==> config.mk <==
export PLATFORM = sky130hd
export DESIGN_NAME = cpu_ctrl
export DESIGN_NICKNAME = d
export VERILOG_FILES = /design/src/rtl/cpu_pkg.sv /design/src/rtl/cpu_ctrl_ir_decode.sv /design/src/rtl/cpu_ctrl.sv
export SDC_FILE = /design/constraint.sdc
export NUM_CORES = 1
export LEC_CHECK = 0
export BUFFER_PORTS_ARGS = -buffer_cell sky130_fd_sc_hd__buf_2
export CORE_MARGIN = 2
export CORE_UTILIZATION = 48
export CTS_CLUSTER_DIAMETER = 60
export DETAILED_ROUTE_END_ITERATION = 6
export GPL_ROUTABILITY_DRIVEN = 0
export PLACE_DENSITY = 0.84
export SLEW_MARGIN = 25
export SYNTH_ARGS = -nofsm -noshare
export SYNTH_HDL_FRONTEND = slang
export SYNTH_HIERARCHICAL = 1
export SYNTH_SLANG_ARGS = --single-unit
==> constraint.sdc <==
create_clock -name clk -period 4.5 [get_ports clk]
set_clock_uncertainty 0.2 [all_clocks]
set_input_delay 0.675 -clock clk [delete_from_list [all_inputs] [get_ports clk]]
set_output_delay 0.675 -clock clk [all_outputs]
set_load 0.02 [all_outputs]
==> src/rtl/cpu_pkg.sv <==
// Shared definitions for the CPU controller.
// Holds the FSM state encoding, the opcode/op field values the decoder
// recognises, and the register-file write-data mux select encodings.
package cpu_pkg;

  typedef enum logic [2:0] {
    StWait,
    StDecode,
    StWrImm,
    StGetA,
    StGetB,
    StExec,
    StWrReg,
    StHalt
  } state_e;

  // Opcode classes (IR[15:13])
  localparam logic [2:0] OPC_MOV = 3'b110;
  localparam logic [2:0] OPC_ALU = 3'b101;

  // op field (IR[12:11]) within each class
  localparam logic [1:0] OP_MOV_IMM = 2'b10;
  localparam logic [1:0] OP_MOV_REG = 2'b00;
  localparam logic [1:0] OP_ADD     = 2'b00;
  localparam logic [1:0] OP_CMP     = 2'b01;
  localparam logic [1:0] OP_AND     = 2'b10;
  localparam logic [1:0] OP_MVN     = 2'b11;

  // Register-file write-data mux selects
  localparam logic [1:0] VSEL_C     = 2'b00;
  localparam logic [1:0] VSEL_MDATA = 2'b01;
  localparam logic [1:0] VSEL_IMM8  = 2'b10;
  localparam logic [1:0] VSEL_PC    = 2'b11;

endpackage

==> src/rtl/cpu_ctrl_ir_decode.sv <==
// ir_decode: combinational field extraction and immediate extension for the
// instruction register.
// Ports:
//   ir_i        instruction register contents
//   opcode_o    IR[15:13]      op_o  IR[12:11]
//   rn_o        IR[10:8]       rd_o  IR[7:5]
//   sh_o        IR[4:3]        rm_o  IR[2:0]
//   sximm5_o    sign-extended imm5
//   sximm8_o    imm8 sign- or zero-extended according to IMM8_SIGNED
module ir_decode #(
  parameter bit IMM8_SIGNED = 1'b1
) (
  input  logic [15:0] ir_i,
  output logic [2:0]  opcode_o,
  output logic [1:0]  op_o,
  output logic [2:0]  rn_o,
  output logic [2:0]  rd_o,
  output logic [1:0]  sh_o,
  output logic [2:0]  rm_o,
  output logic [15:0] sximm5_o,
  output logic [15:0] sximm8_o
);

  assign opcode_o = ir_i[15:13];
  assign op_o     = ir_i[12:11];
  assign rn_o     = ir_i[10:8];
  assign rd_o     = ir_i[7:5];
  assign sh_o     = ir_i[4:3];
  assign rm_o     = ir_i[2:0];

  assign sximm5_o = {{11{ir_i[4]}}, ir_i[4:0]};

  logic imm8_fill;
  assign imm8_fill = IMM8_SIGNED ? ir_i[7] : 1'b0;
  assign sximm8_o  = {{8{imm8_fill}}, ir_i[7:0]};

endmodule

==> src/rtl/cpu_ctrl.sv <==
// cpu_ctrl: instruction register plus Moore sequencing FSM for a simple
// register/ALU datapath.
// Ports:
//   clk, rst_n       clock, asynchronous active-low reset
//   in, load, s      instruction word, IR load request, start
//   w                idle/ready (high only in WAIT)
//   readnum..write   datapath register-file / mux / strobe controls
//   sximm8, sximm5   extended immediates from the current IR
//   err              illegal-opcode flag
// Build option: define CPU_CTRL_ILLEGAL_TRAP_EN to trap illegal encodings in
// HALT with a sticky err; otherwise they retire as a NOP and err is 0.
module cpu_ctrl
  import cpu_pkg::*;
#(
  parameter bit IMM8_SIGNED = 1'b1
) (
  input  logic        clk,
  input  logic        rst_n,
  input  logic [15:0] in,
  input  logic        load,
  input  logic        s,
  output logic        w,
  output logic [2:0]  readnum,
  output logic [2:0]  writenum,
  output logic [1:0]  vsel,
  output logic        loada,
  output logic        loadb,
  output logic [1:0]  shift,
  output logic        asel,
  output logic        bsel,
  output logic [1:0]  ALUop,
  output logic        loadc,
  output logic        loads,
  output logic        write,
  output logic [15:0] sximm8,
  output logic [15:0] sximm5,
  output logic        err
);

  state_e      state_q, state_d;
  logic [15:0] ir_q, ir_d;
  logic [2:0]  opcode, rn, rd, rm;
  logic [1:0]  op, sh;

  ir_decode #(
    .IMM8_SIGNED(IMM8_SIGNED)
  ) u_ir_decode (
    .ir_i    (ir_q),
    .opcode_o(opcode),
    .op_o    (op),
    .rn_o    (rn),
    .rd_o    (rd),
    .sh_o    (sh),
    .rm_o    (rm),
    .sximm5_o(sximm5),
    .sximm8_o(sximm8)
  );

  // Capture only while idle so a running instruction keeps its fields.
  assign ir_d = (state_q == StWait && load) ? in : ir_q;

  always_ff @(posedge clk or negedge rst_n) begin
    if (!rst_n) begin
      state_q <= StWait;
      ir_q    <= 16'h0000;
    end else begin
      state_q <= state_d;
      ir_q    <= ir_d;
    end
  end

`ifdef CPU_CTRL_ILLEGAL_TRAP_EN
  logic err_q, err_d;
  always_ff @(posedge clk or negedge rst_n) begin
    if (!rst_n) err_q <= 1'b0;
    else        err_q <= err_d;
  end
  assign err = err_q;
`else
  assign err = 1'b0;
`endif

  always_comb begin
    state_d  = state_q;
    w        = 1'b0;
    readnum  = 3'd0;
    writenum = 3'd0;
    vsel     = VSEL_C;
    loada    = 1'b0;
    loadb    = 1'b0;
    shift    = 2'b00;
    asel     = 1'b0;
    bsel     = 1'b0;
    ALUop    = 2'b00;
    loadc    = 1'b0;
    loads    = 1'b0;
    write    = 1'b0;
`ifdef CPU_CTRL_ILLEGAL_TRAP_EN
    err_d    = err_q;
`endif

    unique case (state_q)
      StWait: begin
        w = 1'b1;
        if (s) state_d = StDecode;
      end
      StDecode: begin
        if (opcode == OPC_MOV && op == OP_MOV_IMM) begin
          state_d = StWrImm;
        end else if ((opcode == OPC_MOV && op == OP_MOV_REG) ||
                     (opcode == OPC_ALU && op == OP_MVN)) begin
          // Single-operand instructions skip the A read.
          state_d = StGetB;
        end else if (opcode == OPC_ALU) begin
          state_d = StGetA;
        end else begin
`ifdef CPU_CTRL_ILLEGAL_TRAP_EN
          state_d = StHalt;
          err_d   = 1'b1;
`else
          state_d = StWait;
`endif
        end
      end
      StWrImm: begin
        write    = 1'b1;
        vsel     = VSEL_IMM8;
        writenum = rn;
        state_d  = StWait;
      end
      StGetA: begin
        loada   = 1'b1;
        readnum = rn;
        state_d = StGetB;
      end
      StGetB: begin
        loadb   = 1'b1;
        readnum = rm;
        state_d = StExec;
      end
      StExec: begin
        shift = sh;
        loadc = 1'b1;
        if (opcode == OPC_ALU) begin
          ALUop = op;
        end else begin
          // MOV Rd,Rm: zero the A operand and pass B through the adder.
          asel  = 1'b1;
          ALUop = 2'b00;
        end
        if (opcode == OPC_ALU && op == OP_CMP) begin
          loads   = 1'b1;
          state_d = StWait;
        end else begin
          state_d = StWrReg;
        end
      end
      StWrReg: begin
        write    = 1'b1;
        vsel     = VSEL_C;
        writenum = rd;
        state_d  = StWait;
      end
`ifdef CPU_CTRL_ILLEGAL_TRAP_EN
      StHalt: state_d = StHalt;
`endif
      default: state_d = StWait;
    endcase
  end

endmodule

==> impl_results.md <==
- Buffer count from post-CTS setup fixing: 0
- Detail Route met3 WL: 211 um
- Synth top area share: 33.5%
- CTS tree: done
- Tmin final: 2.64 ns
- Fin util: 50.7%
- # port buffers: 69
- Grt ovf: 0
- Clk Latency, worst-skew pair: 0.29 ns
- Die height: 58.4 um
- Post-synthesis cell area: 0.00142 mm2
- H-Tree Depth: 1
- Routed len/inst: 13.1 um
- Leakage: 0.776 nW
- Routed Antenna Nets: 0
- Avg Inst Size Synth: 10.7 um2
- DR WL met2: 1160 um
- Initial drt markers: 5
- Most common cell after layout, fill and taps aside: buf_2
- RSZ-0062 raised after global routing: no
- Number of synthesized flops with an enable pin: 0
- Hold Crit Class: input port to asynchronous set/reset pin
- Critical Path Slowest Stage Cell: dfrtp_1
- Initial core utilization: 51.1%
- WP buf/inv: 1
- Max Fclk: 379 MHz
- Vias in the first global route: 822
- Reg clk slew, reported paths: 0.10 ns
- Row count: 19
- Drt via density: 4.99
- Power per cell area: 847 mW/mm2
- WS Path Type: register to output port
- Status: finished, final reports clean
- Count of warnings emitted by yosys: 6
- Uppermost layer routed: met4
- Asr flop ratio synth: 100%
- Synth top area cells: dfrtp_1, buf_4, mux2_4
- Most frequent cells in the layout: buf_2, dfrtp_1, mux2_4
- Main synth FF type: dfrtp_1
- CTS Buf Count: 3
- CTS Sinks: 19
- First-pass GRT wire length: 3830 um
- Crit path capture type: output port
- Total number of vias: 919
- Layout Nets: 174
- Crit path max-delay family: flip-flops
- Fillers: 268
- Number of library cell types mapped by synthesis: 32
- Clock root buffer: clkbuf_4
- I/O pin cnt: 73
- Layout area overhead: -0.793%
- Detailed placement HPWL: 1850 um
- Worst endpoint required time: 3.62 ns
- GRT Util Overall: 14.5%
- Synthesis-stage register bit count: 19
- Max-Cap Viols: 0
- # DRC: 0
- Post-layout worst setup margin: 1.86 ns
- Horiz. Die Dim: 58.4 um
- Sum of negative setup slack: 0 ns
- Met1 WL: 1040 um
- Initial antenna violation count: 0
- Critical Path AT: 1.76 ns
- Max Slew Vio Count: 0
- DRT Pass-1 Iters: 4
- Post_cts resized: 0
- Peak supply drop: 0.505 mV
- Antenna cells: 0
- Final Hold Fails: 0
- Die ar.: 0.00341 mm2
- Tcrit/Tclk final: 58.6%
- Crit start category: register
- Synth area leader: dfrtp_1
- Register area share after synthesis: 33.5%
- Final setup vio count: 0
- Pin count of the biggest net entering global routing: 20
- Share of cells above drive strength 1: 60.8%
- Cell count after synthesis: 133
- Cts hold-fix bufs: 0
- Crit path cell chain: nor3b_1 -> a22o_1 -> buf_2
- Core area: 0.00278 mm2
- CP peak stage delay: 0.65 ns
- DP Worst Slack: 2.19 ns
- Critical-path maximum fanout: 16
- Clock Tree Buf Depth: 2
- Drt total wl: 2410 um
## metal layers
metal	up-vias	GRT usage, %
met5	-	0
met4	0	4.98
met3	2	2.42
met2	52	23.6
met1	432	19.4
li1	433	-
## worst register-to-register path, cell delays in order (launching register included)
cell and delay [ns]:
dfrtp_1 0.56, nor3_2 0.20, and2_4 0.35, mux2_2 0.38
## flip-flops by register name (all words and copies together) (netlist names)
signal	flops
ir_q	16
state_q	3
## through the flow
stage / power, mW / cells / instance area (um2) / hold slack (ns)
after global placement: 1.10 / 180 / 1380 / 0.331
after detailed placement: 1.12 / 180 / 1380 / 0.341
final: 1.19 / 184 / 1410 / 0.105
after CTS: 1.21 / 184 / 1410 / 0.109
after floorplan: 1.23 / 135 / 1430 / 0.179
after global routing: 1.28 / 184 / 1410 / 0.110
## cell usage after synthesis, types with 2 or more instances
| library cell | n |
|---|---|
| a221oi_1 | 2 |
| nor2b_1 | 4 |
| mux2i_1 | 3 |
| buf_6 | 2 |
| nor2_1 | 4 |
| and2_1 | 3 |
| a22o_1 | 3 |
| nor3b_1 | 2 |
| mux2_4 | 10 |
| o21ai_0 | 2 |
| buf_4 | 51 |
| and3b_1 | 2 |
| and3_1 | 2 |
| nand2_1 | 2 |
| dfrtp_1 | 19 |
| mux2_2 | 6 |
## logic make-up (layout without fill, tap and decap cells)
logic type,count (synthesis),after routing,synth area share [%]
buffers and inverters,56,74,30.5
AND/OR/NAND/NOR,28,28,13.1
multiplexers,19,19,17.4
flip-flops,19,19,33.5
AO/OA/AOI/OAI,10,10,5.20
other,1,3,0.264
## layout make-up
| type | count | area (um2) | share of cell area [%] |
|---|---|---|---|
| Timing Repair Buffer | 69 | 345 | 24.5 |
| Inverter | 1 | 3.75 | 0.266 |
| Multi-Input combinational cell | 60 | 519 | 36.9 |
| Sequential cell | 19 | 475 | 33.7 |
| Clock buffer | 4 | 26.3 | 1.87 |
| Tap cell | 31 | 38.8 | 2.75 |
## power breakdown
part	switching [mW]	total, mW	internal [mW]
sequential	0.128	0.385	0.257
combinational	0.407	0.728	0.320
clock	0.0473	0.0817	0.0344
total	0.582	1.19	0.612
## worst paths after layout
check	startpoint	endpoint	cells after the start	slack [ns]
min reg2reg	ir_q[6]	ir_q[6]	1	0.36
max	state_q[2]	readnum[0]	3	1.86
min	rst_n	ir_q[2]	1	0.11
max in group asynchronous	rst_n	ir_q[7]	1	3.70
max reg2reg	state_q[2]	ir_q[5]	3	2.69
min in group clk	ir_q[6]	ir_q[6]	1	0.36
(Power assumes the default switching activity.)
